[src/rtl/gate_exerciser.sv]
// Stimulus/checker wrapped around a combinational N_IN-input AND gate: sweeps every
// input vector, samples dut_y after a settle time and records per-vector mismatches.
// Optional build macro: GATE_EXERCISER_STOP_ON_FAIL_EN (end the sweep on the first mismatch).
module gate_exerciser #(
  parameter int N_IN          = 2,
  parameter int SETTLE_CYCLES = 4
) (
  input  logic                   clk,
  input  logic                   rst_n,
  input  logic                   start,
  output logic [N_IN-1:0]        stim,
  input  logic                   dut_y,
  output logic                   busy,
  output logic                   done,
  output logic                   pass,
  output logic [(1<<N_IN)-1:0]   fail_mask,
  output logic [N_IN:0]          fail_count
);

  localparam int CW = (SETTLE_CYCLES > 1) ? $clog2(SETTLE_CYCLES) : 1;
  localparam logic [CW-1:0] CNT_LAST = CW'(SETTLE_CYCLES - 1);

  typedef enum logic [1:0] {
    S_IDLE,
    S_SETTLE,
    S_SAMPLE,
    S_DONE
  } state_t;

  state_t                 state_q, state_d;
  logic [CW-1:0]          cnt_q, cnt_d;
  logic [N_IN-1:0]        stim_q, stim_d;
  logic                   busy_q, busy_d;
  logic                   done_q, done_d;
  logic                   pass_q, pass_d;
  logic [(1<<N_IN)-1:0]   mask_q, mask_d;
  logic [N_IN:0]          count_q, count_d;
  logic                   mismatch;

  // Case inequality so an X/Z gate output is recorded as a failure.
  assign mismatch = (dut_y !== (&stim_q));

  always_ff @(posedge clk or negedge rst_n) begin
    if (!rst_n) begin
      state_q <= S_IDLE;
      cnt_q   <= '0;
      stim_q  <= '0;
      busy_q  <= 1'b0;
      done_q  <= 1'b0;
      pass_q  <= 1'b0;
      mask_q  <= '0;
      count_q <= '0;
    end else begin
      state_q <= state_d;
      cnt_q   <= cnt_d;
      stim_q  <= stim_d;
      busy_q  <= busy_d;
      done_q  <= done_d;
      pass_q  <= pass_d;
      mask_q  <= mask_d;
      count_q <= count_d;
    end
  end

  always_comb begin
    state_d = state_q;
    cnt_d   = cnt_q;
    stim_d  = stim_q;
    busy_d  = busy_q;
    done_d  = 1'b0;
    pass_d  = pass_q;
    mask_d  = mask_q;
    count_d = count_q;

    unique case (state_q)
      S_IDLE: begin
        if (start) begin
          mask_d  = '0;
          count_d = '0;
          stim_d  = '0;
          cnt_d   = '0;
          busy_d  = 1'b1;
          state_d = S_SETTLE;
        end
      end

      S_SETTLE: begin
        if (cnt_q == CNT_LAST) begin
          cnt_d   = '0;
          state_d = S_SAMPLE;
        end else begin
          cnt_d = cnt_q + 1'b1;
        end
      end

      S_SAMPLE: begin
        if (mismatch) begin
          mask_d[stim_q] = 1'b1;
          count_d        = count_q + 1'b1;
        end
`ifdef GATE_EXERCISER_STOP_ON_FAIL_EN
        if (mismatch || (&stim_q)) begin
          state_d = S_DONE;
        end else begin
          stim_d  = stim_q + 1'b1;
          cnt_d   = '0;
          state_d = S_SETTLE;
        end
`else
        if (&stim_q) begin
          state_d = S_DONE;
        end else begin
          stim_d  = stim_q + 1'b1;
          cnt_d   = '0;
          state_d = S_SETTLE;
        end
`endif
      end

      S_DONE: begin
        done_d  = 1'b1;
        busy_d  = 1'b0;
        pass_d  = (count_q == '0);
`ifdef GATE_EXERCISER_STOP_ON_FAIL_EN
        // Failing vector stays on stim for readout; a clean sweep parks at 0.
        if (count_q == '0) stim_d = '0;
`else
        stim_d  = '0;
`endif
        state_d = S_IDLE;
      end

      default: state_d = S_IDLE;
    endcase
  end

  assign stim       = stim_q;
  assign busy       = busy_q;
  assign done       = done_q;
  assign pass       = pass_q;
  assign fail_mask  = mask_q;
  assign fail_count = count_q;

endmodule
[config.mk]
export PLATFORM = sky130hd
export DESIGN_NAME = gate_exerciser
export DESIGN_NICKNAME = d
export VERILOG_FILES = /design/src/rtl/gate_exerciser.sv
export SDC_FILE = /design/constraint.sdc
export NUM_CORES = 1
export LEC_CHECK = 0
export ABC_AREA = 1
export BUFFER_PORTS_ARGS = -buffer_cell sky130_fd_sc_hd__buf_2
export CORE_MARGIN = 1.5
export CORE_UTILIZATION = 40
export CTS_BUF_LIST = sky130_fd_sc_hd__clkbuf_4
export CTS_CLUSTER_DIAMETER = 80
export DETAILED_ROUTE_END_ITERATION = 16
export SKIP_LAST_GASP = 1
export SLEW_MARGIN = 20
export SYNTH_ARGS = -nofsm -noshare
export SYNTH_HDL_FRONTEND = slang
export SYNTH_SLANG_ARGS = --single-unit
[constraint.sdc]
create_clock -name clk -period 1.1 [get_ports clk]
set_input_delay 0.055 -clock clk [delete_from_list [all_inputs] [get_ports clk]]
set_output_delay 0.055 -clock clk [all_outputs]
set_load 0.1 [all_outputs]
# Word level (Yosys, flattened, before mapping)
# Cells that the tools add are included.
# classes
n_lt_le_gt_ge,2
n_addsub,3
bitwise,1
n_eq_ne,9
mux,21
n_reduce_logical,13
# op_table
op,n
2-bit two-way mux,7
2-bit case mux with 3 select lines,2
3-bit AND reduction,3
4-bit two-way mux,2
2-bit != test (second input constant),4
2-bit case mux with 4 select lines,1
4-bit case mux with 2 select lines,1
2-bit == test (second input constant),3
3-bit two-way mux,2
3-bit case mux with 2 select lines,1
2-bit AND reduction,3
3-bit nonzero test,2
2-bit by 1-bit adder with 2-bit output (second input constant),2
4-bit OR,1
2-bit nonzero test,2
3-bit by 1-bit adder with 3-bit output (second input constant),1
3-bit logical NOT,1
2-bit by 3-bit less-than comparator with 1-bit output (second input constant),1
1-bit two-way mux,3
1-bit demux with 2-bit select,1
2-bit by 1-bit == test with 1-bit output (second input constant),1
2-bit by 1-bit greater-or-equal comparator with 1-bit output (second input constant),1
2-bit logical NOT,1
1-bit case mux with 2 select lines,1
2 further kinds,2
# word_totals
elab_cells,57
input_bits,4
reg_bits,16

# Depth between registers and ports, before layout
# depth
depth_word,7
mapped_depth,7

# Worst setup path before layout
# Ideal clock, no wire load.
# synth_timing
kind,register to register
startpoint,reg stim_q[1] (netlist: stim[1])
endpoint,reg count_q[0] (netlist: fail_count[0])
slack_ps,-707
stages_incl_launch_ff,8
synth_period_minus_slack_ps,1807
n_path_buf,0
arrival_time_ps,1738
setup_ps,69
required_ps,1031
path_cell_list,dfrtp_1 -> ha_1 -> inv_1 -> nand2_1 -> nand3_2 -> nand2_2 -> nand2_1 -> nand2_1
# synth_between
elab_chain_cells,4
# synth_lines
element,line_no,rtl
from (decl),32,"logic [N_IN-1:0] stim_q, stim_d;"
from (signal assigned),56,stim_q <= stim_d;
2-bit AND reduction,41,assign mismatch = (dut_y !== (&stim_q));
1-bit !== test,41,
2-bit != test (no source line),--,
3-bit AND reduction (no source line),--,
to (signal assigned),61,count_q <= count_d;
to (decl),37,"logic [N_IN:0] count_q, count_d;"
# No other way between the ends.
# A chain may end at the register's enable or synchronous reset.

# Final worst setup path
# layout_timing
startpoint,reg stim_q[0] (netlist: stim[0])
endpoint,reg mask_q[2] (netlist: fail_mask[2])
# layout_between
elab_chain_cells,7
elab_cells_between_ends,12
# layout_lines
element,line_no,rtl
2-bit by 3-bit less-than comparator with 1-bit output (implied by the code) / 2-bit by 1-bit greater-or-equal comparator with 1-bit output (equally long branches),98,mask_d[stim_q] = 1'b1;
1-bit logical AND (implied by the code),98,
1-bit two-way mux (implied by the code),98,
1-bit demux with 2-bit select,98,
4-bit OR (no source line),--,
4-bit two-way mux,97,if (mismatch) begin
4-bit case mux with 2 select lines,75,unique case (state_q)
to (signal assigned),60,mask_q <= mask_d;
to (decl),36,"logic [(1<<N_IN)-1:0] mask_q, mask_d;"
# Several ways; a longest one is shown, not always the timed one. The select of a mux whose other input is x is not followed.

==> results.md <==
* Status: complete, but fails checks
* Failing checks: negative setup slack
* Final period util at 111%
* Synthesized area per cell at 8.22 um2
* Number of synthesized flops with an enable pin at 0
* Top_reg_cell synth: dfrtp_1
* Cell with the most instances after synthesis: nand2_1
* Lkg Pwr at 0.673 nW
* Leading cell types by count after synthesis: 34 x nand2_1, 16 x dfrtp_1, 14 x nand3_1, 10 x inv_1, 9 x nor2_1
* DRT Pass-1 Iters at 4
* Via density at 4.71
* Top-Level Pins at 16
* Max Fclk at 817 MHz
* Slew HR at 76.4%
* Count of non-filler cells in the finished layout at 160
* DP HPWL at 1360 um
* Async SR Flop Fraction at 100%
* Cell taking the most area after synthesis: dfrtp_1
* CP Max Fanout at 7
* CP most frequent cell: nand2_1
* Via count at 753
* CP Capture Type: register
* CP required at 1.29 ns
* Syn_nets at 113
* Final Setup Violations at 14
* Std cell rows at 16
* Tot GR Track Use at 17.6%
* DR DRC count at 0
* Tightest Pin Transition at 0.353 ns
* Worst Path Arrival at 1.42 ns
* Root Driver: clkbuf_4
* Core ar. at 1960 um2
* Die area at 2380 um2
* Cell Pwr Density at 3000 nW/um2
* Area share of the leading cell type in the synthesized netlist at 47.8%
* Slowest CP cell: dfrtp_4
* Total number of yosys warnings at 0
* Placed cell count at 152
* H-tree levels at 1
* Initial antenna violation count at 0
* Worst-path cell chain: ha_4, inv_2, nand2_2, nand3_4, nand2_4, nand2_1, nand2_1
* Share of post-route cells with drive strength above 1 at 37.6%
* # port buffers at 15
* Synth cell types at 15
* Total Neg Setup Slack at -1.15 ns
* Setup ws final at -0.124 ns
* Nets at 145
* CTS Buffer Depth at 2
* Cts bufs inserted at 3
* Routed WL at 1780 um
* Die height at 48.8 um
* Placer Congestion at 0.756
* Skew final at 0.00368 ns
* CTS tree: yes
* First DRT Iteration DRCs at 10
* Worst-Skew Late Latency at 0.30 ns
* Vias in the first global route at 739
* DP Worst Slack at -0.154 ns
* Initial Utilization at 42.7%
* Drt wl/cell at 11.2 um
* Area growth, synth to finish at 55.7%
* Slew Limit Fails at 0
* Filler cell count at 170
* Synth Register Bits at 16
* Unrepaired setup endpoints after global routing: true
* Top post-synthesis cells by area: dfrtp_1 48%, nand2_1 15%, ha_1 10%, nand3_1 8.4%, inv_1 4.5%
* Max Cap Violations at 0
* Crit start category: register
* Minimum clock period at 1.22 ns
* Remaining antenna violation count at 0
* Largest net degree at the start of global routing at 17
* Sequential-to-total area share from yosys stat at 47.8%
* Final hold vios at 0
* Grt total ovfl at 0
* Slowest Stage Delay on Critical Path at 0.52 ns
* N_diodes at 0
* Hold Crit Class: input pin to register
* Clock sinks at 16
* Area of the mapped netlist at 838 um2
* Max VDD drop at 1.78 mV
* CP Class: register to register
* Die Wd at 48.8 um
* Synth Instances at 102
* CTS clk-pin slew, worst paths at 0.10 ns
* First-pass GRT wire length at 3170 um
repair_timing:
item | in CTS | in global routing
hold buffers | 1 | 0
setup endpoints to repair | 16 | 16
setup buffers | 3 | 0
endpoints found under the hold margin | 16 | 0
pin swaps | 4 | 0
gates resized for setup | 10 | 1
sequential cells by signal, indices dropped and copies added, names as in the netlist:
register / cells
state_q: 2
busy: 1
pass: 1
stim: 2
cnt_q: 2
fail_mask: 4
fail_count: 3
done: 1
final cells by class:
type	count	area (um2)	area share, %
multi-input combinational	74	433	33.2
sequential	16	420	32.2
timing repair buffer	27	347	26.6
inverter	12	45.0	3.45
tap	27	33.8	2.59
clock buffer	3	22.5	1.73
clock inverter	1	3.75	0.288
through the flow:
stage          power (W)  utilization [%]  area (um2)  hold slack, ns
3_3_place_gp     0.00341             61.4        1200         -0.0191
3_5_place_dp     0.00345             61.4        1200         -0.0148
6_report         0.00391             66.5        1310           0.140
2_1_floorplan    0.00257                -         870          -0.241
4_1_cts          0.00393             66.5        1300           0.146
5_1_grt          0.00416             66.5        1310           0.160
path summary, 6_finish.rpt:
| path | end | slack (ns) | startpoint | cells past startpoint |
|---|---|---|---|---|
| worst max-delay path | fail_mask[2] | -0.12 | stim[0] | 7 |
| worst min-delay path | busy | 0.14 | start | 3 |
| worst max register to register | fail_mask[2] | -0.12 | stim[0] | 7 |
| worst min register to register | cnt_q[1] | 0.50 | cnt_q[1] | 2 |
| max in group asynchronous | stim[0] | 0.63 | rst_n | 2 |
| min in group asynchronous | fail_count[1] | 0.18 | rst_n | 2 |
worst max-delay path: cells and delay by family (launching register included):
kind,cells,cell delay [ns]
AND/OR/NAND/NOR,5,0.35
buffers and inverters,1,0.06
flip-flops,1,0.52
adder cells (fa/ha/maj),1,0.19
layer usage:
metal | track usage [%] | vias up | part of all wire (%)
li1 | - | 387 | -
met1 | 20.6 | 347 | 46
met2 | 30.1 | 15 | 48
met3 | 3.07 | 4 | 3.2
met4 | 10.0 | 0 | 2.7
met5 | 0 | - | 0
kinds of logic after synthesis:
family | Yosys count | synth area share, %
flops | 16 | 47.8
fa+ha+maj | 7 | 10.4
simple gates | 65 | 34.8
compound gates | 1 | 0.596
buf+inv | 12 | 5.37
xor+xnor | 1 | 1.04
power by group:
part,switching [W],internal (W)
clock network,0.000200,0.000132
logic,0.00160,0.000916
registers,0.000227,0.000833
total,0.00203,0.00188
cell usage in the layout, fill, tap and decap left out, types with 3 or more instances in the layout:
master,instances
dfrtp_2,4
buf_4,9
nor2_1,9
ha_1,6
inv_2,4
dfrtp_4,4
clkbuf_4,3
dfrtp_1,8
nand3_1,12
buf_2,3
inv_1,8
nand3_2,3
buf_6,3
nand2_1,32
buf_12,11
(Power assumes the default switching activity.)
